===== config.mk =====
export PLATFORM = sky130hd
export DESIGN_NAME = sparc_spu_mul_seq
export DESIGN_NICKNAME = d
export VERILOG_FILES = /design/src/rtl/sparc_spu_mul_seq.sv
export SDC_FILE = /design/constraint.sdc
export NUM_CORES = 1
export LEC_CHECK = 0
export ABC_AREA = 0
export ABC_CLOCK_PERIOD_IN_PS = 4600
export CAP_MARGIN = 20
export CORE_UTILIZATION = 30
export DETAILED_ROUTE_END_ITERATION = 10
export DONT_BUFFER_PORTS = 1
export HOLD_SLACK_MARGIN = 0.03
export PLACE_DENSITY_LB_ADDON = 0.2
export SLEW_MARGIN = 0
export SYNTH_ARGS = -nofsm -noshare
export SYNTH_HDL_FRONTEND = slang
export SYNTH_SLANG_ARGS = --single-unit

===== constraint.sdc =====
create_clock -name rclk -period 4.6 [get_ports rclk]
set_input_delay 0.92 -clock rclk [delete_from_list [all_inputs] [get_ports rclk]]
set_output_delay 0.92 -clock rclk [all_outputs]
set_load 0.02 [all_outputs]

===== src/rtl/sparc_spu_mul_seq.sv =====
`default_nettype none
// ============================================================================
// Module   : sparc_spu_mul_seq
// Purpose  : Upstream request sequencer for the SPARC multiplier SPU port.
//            Accepts one modular-multiply command, pulses an ACCUM reset,
//            then walks a column loop.  Each column issues a chain of
//            accumulate-multiply requests followed by one ACCUM >>64 shift
//            request.  Every request is held until the multiplier acks it.
//            Operand indices are exported so SPU operand storage can
//            present the matching words.
// Ports    :
//   rclk, rst_l              clock, synchronous active-low reset
//   cmd_vld/cmd_rdy          command handshake (cmd_rdy = idle)
//   cmd_nmac, cmd_ncol       MACs per column, number of columns
//   cmd_x2                   request x2 left shift on every product
//   abort                    cancel the command in progress
//   mul_spu_ack              multiplier accepted the MAC (same cycle)
//   mul_spu_shf_ack          multiplier performed the ACCUM shift
//   spu_mul_*                request outputs to the multiplier (Moore)
//   seq_mac_idx, seq_col_idx current operand indices
//   seq_busy, seq_done       status, one-cycle completion pulse
// Revision : 1.0 - initial release
// ============================================================================
module sparc_spu_mul_seq #(
    parameter int CNT_W = 4
) (
    input  logic             rclk,
    input  logic             rst_l,
    input  logic             cmd_vld,
    output logic             cmd_rdy,
    input  logic [CNT_W-1:0] cmd_nmac,
    input  logic [CNT_W-1:0] cmd_ncol,
    input  logic             cmd_x2,
    input  logic             abort,
    input  logic             mul_spu_ack,
    input  logic             mul_spu_shf_ack,
    output logic             spu_mul_req_vld,
    output logic             spu_mul_acc,
    output logic             spu_mul_areg_shf,
    output logic             spu_mul_areg_rst,
    output logic             spu_mul_mulres_lshft,
    output logic [CNT_W-1:0] seq_mac_idx,
    output logic [CNT_W-1:0] seq_col_idx,
    output logic             seq_busy,
    output logic             seq_done
);

    typedef enum logic [2:0] {
        S_IDLE = 3'd0,
        S_ARST = 3'd1,
        S_MAC  = 3'd2,
        S_SHF  = 3'd3,
        S_DONE = 3'd4
    } state_t;

    localparam logic [CNT_W-1:0] C_ZERO = '0;
    localparam logic [CNT_W-1:0] C_ONE  = CNT_W'(1);

    state_t           r_state, w_state_nxt;
    logic [CNT_W-1:0] r_nmac, w_nmac_nxt;
    logic [CNT_W-1:0] r_ncol, w_ncol_nxt;
    logic             r_x2, w_x2_nxt;
    logic [CNT_W-1:0] r_mac_idx, w_mac_idx_nxt;
    logic [CNT_W-1:0] r_col_idx, w_col_idx_nxt;

    // Last-element compares use the latched counts; the loops are only
    // entered with a non-zero count, so nmac-1 / ncol-1 never underflow
    // in a state where the compare matters.
    logic w_mac_last;
    logic w_col_last;
    assign w_mac_last = (r_mac_idx == (r_nmac - C_ONE));
    assign w_col_last = (r_col_idx == (r_ncol - C_ONE));

    always_ff @(posedge rclk) begin
        if (!rst_l) begin
            r_state   <= S_IDLE;
            r_nmac    <= C_ZERO;
            r_ncol    <= C_ZERO;
            r_x2      <= 1'b0;
            r_mac_idx <= C_ZERO;
            r_col_idx <= C_ZERO;
        end else begin
            r_state   <= w_state_nxt;
            r_nmac    <= w_nmac_nxt;
            r_ncol    <= w_ncol_nxt;
            r_x2      <= w_x2_nxt;
            r_mac_idx <= w_mac_idx_nxt;
            r_col_idx <= w_col_idx_nxt;
        end
    end

    always_comb begin
        w_state_nxt   = r_state;
        w_nmac_nxt    = r_nmac;
        w_ncol_nxt    = r_ncol;
        w_x2_nxt      = r_x2;
        w_mac_idx_nxt = r_mac_idx;
        w_col_idx_nxt = r_col_idx;

        case (r_state)
            S_IDLE: begin
                if (cmd_vld) begin
                    w_nmac_nxt    = cmd_nmac;
                    w_ncol_nxt    = cmd_ncol;
                    w_x2_nxt      = cmd_x2;
                    w_mac_idx_nxt = C_ZERO;
                    w_col_idx_nxt = C_ZERO;
                    w_state_nxt   = S_ARST;
                end
            end

            S_ARST: begin
                if (r_ncol == C_ZERO) begin
                    w_state_nxt = S_DONE;
                end else if (r_nmac == C_ZERO) begin
                    w_state_nxt = S_SHF;
                end else begin
                    w_state_nxt = S_MAC;
                end
            end

            S_MAC: begin
                if (mul_spu_ack) begin
                    if (w_mac_last) begin
                        w_mac_idx_nxt = C_ZERO;
                        w_state_nxt   = S_SHF;
                    end else begin
                        w_mac_idx_nxt = r_mac_idx + C_ONE;
                    end
                end
            end

            S_SHF: begin
                if (mul_spu_shf_ack) begin
                    if (w_col_last) begin
                        w_state_nxt = S_DONE;
                    end else begin
                        w_col_idx_nxt = r_col_idx + C_ONE;
                        // A zero-MAC command is a pure shift loop.
                        w_state_nxt   = (r_nmac == C_ZERO) ? S_SHF : S_MAC;
                    end
                end
            end

            S_DONE: begin
                w_state_nxt   = S_IDLE;
                w_mac_idx_nxt = C_ZERO;
                w_col_idx_nxt = C_ZERO;
            end

            default: begin
                w_state_nxt = S_IDLE;
            end
        endcase

        // Abort wins over any same-cycle ack: the acked op finishes inside
        // the multiplier without being tracked here.
        if (abort && (r_state != S_IDLE)) begin
            w_state_nxt   = S_IDLE;
            w_mac_idx_nxt = C_ZERO;
            w_col_idx_nxt = C_ZERO;
        end
    end

    // Moore outputs; the states are exclusive so requests never overlap.
    assign cmd_rdy              = (r_state == S_IDLE);
    assign seq_busy             = (r_state != S_IDLE);
    assign spu_mul_areg_rst     = (r_state == S_ARST);
    assign spu_mul_req_vld      = (r_state == S_MAC);
    assign spu_mul_acc          = (r_state == S_MAC);
    assign spu_mul_mulres_lshft = (r_state == S_MAC) && r_x2;
    assign spu_mul_areg_shf     = (r_state == S_SHF);
    assign seq_done             = (r_state == S_DONE);
    assign seq_mac_idx          = r_mac_idx;
    assign seq_col_idx          = r_col_idx;

endmodule
`default_nettype wire


Word level (Yosys, flattened, before mapping). Index checks and enable logic that the tools add are counted. Widths: inputs -> output; s select.

Bits in registers: 20. Input bits: 15.

Add/subtract/negate cells: 4. Eq/ne operators: 11. Multiplexer cells: 15. Bitwise operators: 1. Reductions and logical operators: 13.

Operator list (count): $pmux 4 s3 (2); $mux 4 (5); $mux 3 (6); $pmux 3 s4 (1); $reduce_bool 3->1 (3); $add 4x1->4 const B (2); $eq 4x4->1 (2); $logic_not 4->1 (2); $ne 2x2->1 const B (4); $reduce_and 4->1 (2); $sub 4x1->4 const B (2); $eq 3x2->1 const B (2); $eq 3x1->1 const B (1); $eq 3x3->1 const B (1); $logic_not 3->1 (1); $reduce_and 3->1 (1); $logic_and 1x1->1 (2); $ne 2x1->1 const B (1); $reduce_and 2->1 (1); $reduce_or 2->1 (1); $mux 1 (1); $not 1->1 (1).

Logic depth before layout (Yosys ltp).
Word-level depth: 5. Mapped depth: 7. Gate-level depth less buffers: 7.

Least setup slack after synthesis. No wires, ideal clock.

Path kind: reg2reg. Start point: register r_nmac[0]. End point: register r_state[0]. Setup time: 0.092 ns. Arrival time: 1.898 ns. Data required time: 4.508 ns. Slack: 2.609 ns. Cell stages (with the launch flop): 8. Path buffers: 0. Period minus slack after synthesis: 1.991 ns. Cells stage by stage: dfxtp_1 -> inv_1 -> ha_1 -> xnor2_1 -> xnor2_1 -> o31a_1 -> or4_4 -> o32ai_1.

Cells in the longest elaborated chain, start to end: 5. Elaborated cells on any way between the ends: 10. Those cells by class: add/sub (1); eq/ne (2); mux (5); reduce/logical (2).

RTL lines: start, declared (line 60) `logic [CNT_W-1:0] r_nmac, w_nmac_nxt;`; start signal, assigned (line 84) `r_nmac <= w_nmac_nxt;`; branches (longest 5 deep; another with $sub 4x1->4); end signal, assigned (line 83) `r_state <= w_state_nxt;`; end, declared (line 59) `state_t r_state, w_state_nxt;`.

Several ways; the timed one is not identified. The select of a mux whose other input is x is not followed. A chain may end at the register's enable or synchronous reset.

Worst setup path after layout.
Start point: register r_state[1]. End point: output spu_mul_acc.

Cells in the longest elaborated chain, start to end: 1.

RTL lines: $eq 3x2->1 (line 170) `assign spu_mul_acc = (r_state == S_MAC);`; end, declared (line 38) `output logic spu_mul_acc,`.

Every way passes these cells.

==> results.py <==
metrics = {
    "outcome": {
        "outcome": "finished, final reports clean",
    },
    "critical_path": {
        "r2r_slack_ps": 2370,
        "crit_chain": "nor2b_1 -> and2_1",
        "reg2reg_from": "r_state[1]",
        "crit_type": "flip-flop to primary output",
        "ff2ff_path_depth": 5,
        "cp_slowest_stage_delay_ps": 580,
        "cp.required_ps": 3680,
        "path_delay_family": "simple AND/OR/NAND/NOR gates",
        "worst-path-max-fanout": 15,
        "arrival_ps": 1550,
        "critical_path_buf_inv_count": 0,
        "critPathSlowestCell": "dfxtp_1",
        "critPathLaunchType": "flip-flop",
        "r2r_end": "r_state[0]",
        "cp-end-kind": "primary output",
    },
    "sta": {
        "setup_viol_count_final": 0,
        "relSlewSlack_pct": 56.2,
        "clock_skew_ps": 3.54,
        "final_max_slew_viol_count": 0,
        "timing.final.crit_share_pct": 53.7,
        "finalHoldViolCount": 0,
        "fin_setup_tns_ps": 0,
        "worstMarginPinSlew_ps": 652,
        "rsz0062_at_grt": "false",
        "min_period_ps": 2470,
        "fmax_mhz": 405,
    },
    "pwr": {
        "switching_share_pct": 33.7,
        "p_per_area_nw_per_um2": 408,
        "p_leak_nw": 0.512,
        "ir_drop_mv": 0.123,
        "p_clk_share_pct": 32.6,
        "p_seq_share_pct": 38.2,
        "p_comb_share_pct": 29.3,
        "switchingPower_w": 0.000186,
        "intPower_w": 0.000366,
    },
    "global_route": {
        "track_usage_pct": 14.7,
        "grt_max_degree": 16,
        "grt_use_met1_pct": 16.9,
        "grt_use_met3_pct": 6.51,
        "grt_pass1_vias": 1006,
        "overflow": 0,
        "busiest_layer": "met2",
        "antenna_found_initial": 0,
        "grt_pass1_wl_um": 4840,
        "met2_usage_pct": 23.9,
    },
    "clocking": {
        "cts_setup_buffers": 0,
        "holdBufCountCts": 0,
        "cts.sinks": 20,
        "clockBufferDepth": 2,
        "clock_latency_ps": 260,
        "h-tree-depth": 1,
        "cts_resized": 0,
        "clockRootBuffer": "clkbuf_8",
        "cts_made_buffers": 3,
        "cts_tree": "yes",
        "clk_pin_slew_ps": 80,
    },
    "cells_and_area": {
        "drive_gt1_share_pct": 7.14,
        "syn_to_final_growth_pct": 8.63,
        "nets": 176,
        "final_util_pct": 33.9,
        "diodes": 0,
        "num-fill-cells": 429,
        "final_cells": 204,
    },
    "route": {
        "drc": 0,
        "drt-wirelength-per-cell_um": 14.1,
        "drtPass1Iterations": 4,
        "antenna_left": 0,
        "drtIter0Drc": 27,
        "vias": 1056,
        "viasPerCell": 5.18,
        "drt_wl_total_um": 2890,
    },
    "job": {
        "max_cap_violations": 0,
    },
    "die": {
        "die_h_um": 66.5,
        "dieArea_um2": 4420,
        "coreArea_um2": 4000,
        "rows": 23,
        "num_io_pins": 31,
        "initial_core_util_pct": 31.2,
        "die_w_um": 66.5,
    },
    "yosys": {
        "seq_area_frac_synth_pct": 32.1,
        "avgSynthCellArea_um2": 8.05,
        "synthCells": 155,
        "netlist_area_um2": 1250,
        "ys_seq_elements": 20,
        "synth_edf_count": 0,
        "synth_warnings": 0,
        "synth_ff_type": "dfxtp_1",
        "synth_cell_type_count": 42,
        "ys_async_sr_fraction_pct": 0,
        "synth_nets": 176,
    },
    "place": {
        "dp.cells": 200,
        "port_buffers": 0,
        "gp_congestion": 0.787,
        "dpl.hpwl_um": 2220,
    },
    "min_path": {
        "min_to": "r_x2",
        "hold_path_class": "flip-flop to flip-flop",
        "min-delay-start": "r_x2",
        "min_path_cells": 2,
    },
}
==> layout by cell type, fill, tap and decap left out, types with 2 or more instances in the layout <==
master    synthesis  routed
a21boi_0          9       9
or3_1             5       5
nand4b_1          2       2
dfxtp_1          20      20
inv_1            10      10
nor2_1            6       6
a21oi_1           7       7
clkbuf_8          0       3
nand2_1          30      30
xor2_1            4       4
o21ai_0           2       2
nand3b_1          2       2
nand3_1           6       6
and3_1            2       2
a31oi_1           2       2
and2_1            2       2
ha_1              6       6
nor2b_1           2       2
o31ai_1           3       3
xnor2_1           6       6
nor3_1            4       4
==> power by group through the flow <==
stage,Combinational (W),Clock (W),Sequential [W]
finish,0.000162,0.000180,0.000211
global route,0.000184,0.000194,0.000215
CTS,0.000164,0.000188,0.000211
detailed placement,0.000164,0,0.000215
global placement,0.000160,0,0.000214
floorplan,0.000148,0,0.000204
==> kinds of logic after synthesis <==
family                   Yosys count  synth area share (%)
flip-flops                        20                  32.1
buffers and inverters             15                  5.12
AND/OR/NAND/NOR                   67                  27.0
multiplexers                       2                  1.71
XOR/XNOR                          11                  8.83
AO/OA/AOI/OAI                     34                  19.3
adder cells (fa/ha/maj)            6                  6.02
==> final cells by class <==
cell class              count  area [µm²]  area share, %
clock buffers               3        41.3           3.05
clock inverters             1        30.0           2.22
inverters                  10        37.5           2.77
multi-input cells         120         783           57.8
flip-flops and latches     20         400           29.5
well taps                  50        62.6           4.62
==> stage by stage <==
| stage | power [W] | worst slack, ps | hold WS [ps] | cell area (µm²) |
|---|---|---|---|---|
| 2_1_floorplan | 0.000352 | 2610 | 439 | 1250 |
| 3_3_place_gp | 0.000375 | 2420 | 464 | 1280 |
| 3_5_place_dp | 0.000379 | 2380 | 477 | 1280 |
| 4_1_cts | 0.000563 | 2120 | 488 | 1360 |
| 5_1_grt | 0.000593 | 1980 | 518 | 1360 |
| 6_report | 0.000553 | 2130 | 479 | 1360 |
==> tightest hold or removal path, cell delays in order (launching register included) <==
cell and delay (ps):
dfxtp_1 320, nand2_1 50, a21boi_0 60
==> sequential cells by signal, summed over array words and instances (netlist names) <==
signal / count
r_ncol: 4
r_nmac: 4
r_state: 3
r_x2: 1
seq_col_idx: 4
seq_mac_idx: 4
==> synth_stat cells, drive strengths merged, types with 2 or more instances <==
cell    instances  area share (%)
a21boi          9             5.4
a21o            2             1.3
a21oi           7             2.8
a31oi           2             1.0
and2            2             1.0
and3            2             1.0
buf             2             1.2
clkbuf          3            0.90
dfxtp          20              32
ha              6             6.0
inv            10             3.0
nand2          30             9.0
nand3           6             2.4
nand3b          2             1.2
nand4b          2             1.4
nor2            6             1.8
nor2b           2             1.0
nor3            5             2.4
o21ai           3             1.2
o31ai           3             1.8
or3             5             2.5
xnor2           6             4.2
xor2            4             2.8
==> how the worst max path moves through the flow <==
stage / startpoint / end / cells past startpoint
floorplan: r_nmac[0] / r_state[0] / 7
global placement: r_state[0] / r_state[0] / 5
detailed placement: r_state[1] / r_state[0] / 5
CTS: r_state[1] / spu_mul_acc / 2
global route: r_state[1] / spu_mul_acc / 2
finish: r_state[1] / spu_mul_acc / 2
==> per-layer routing <==
layer / wire, µm / up-vias / part of all wire (%)
met4: 40 / 0 / 1.4
met2: 1400 / 26 / 48
met3: 202 / 4 / 7.0
li1: - / 534 / -
met5: 0 / - / 0
met1: 1250 / 492 / 43
Power figures use the tool's default switching activity.
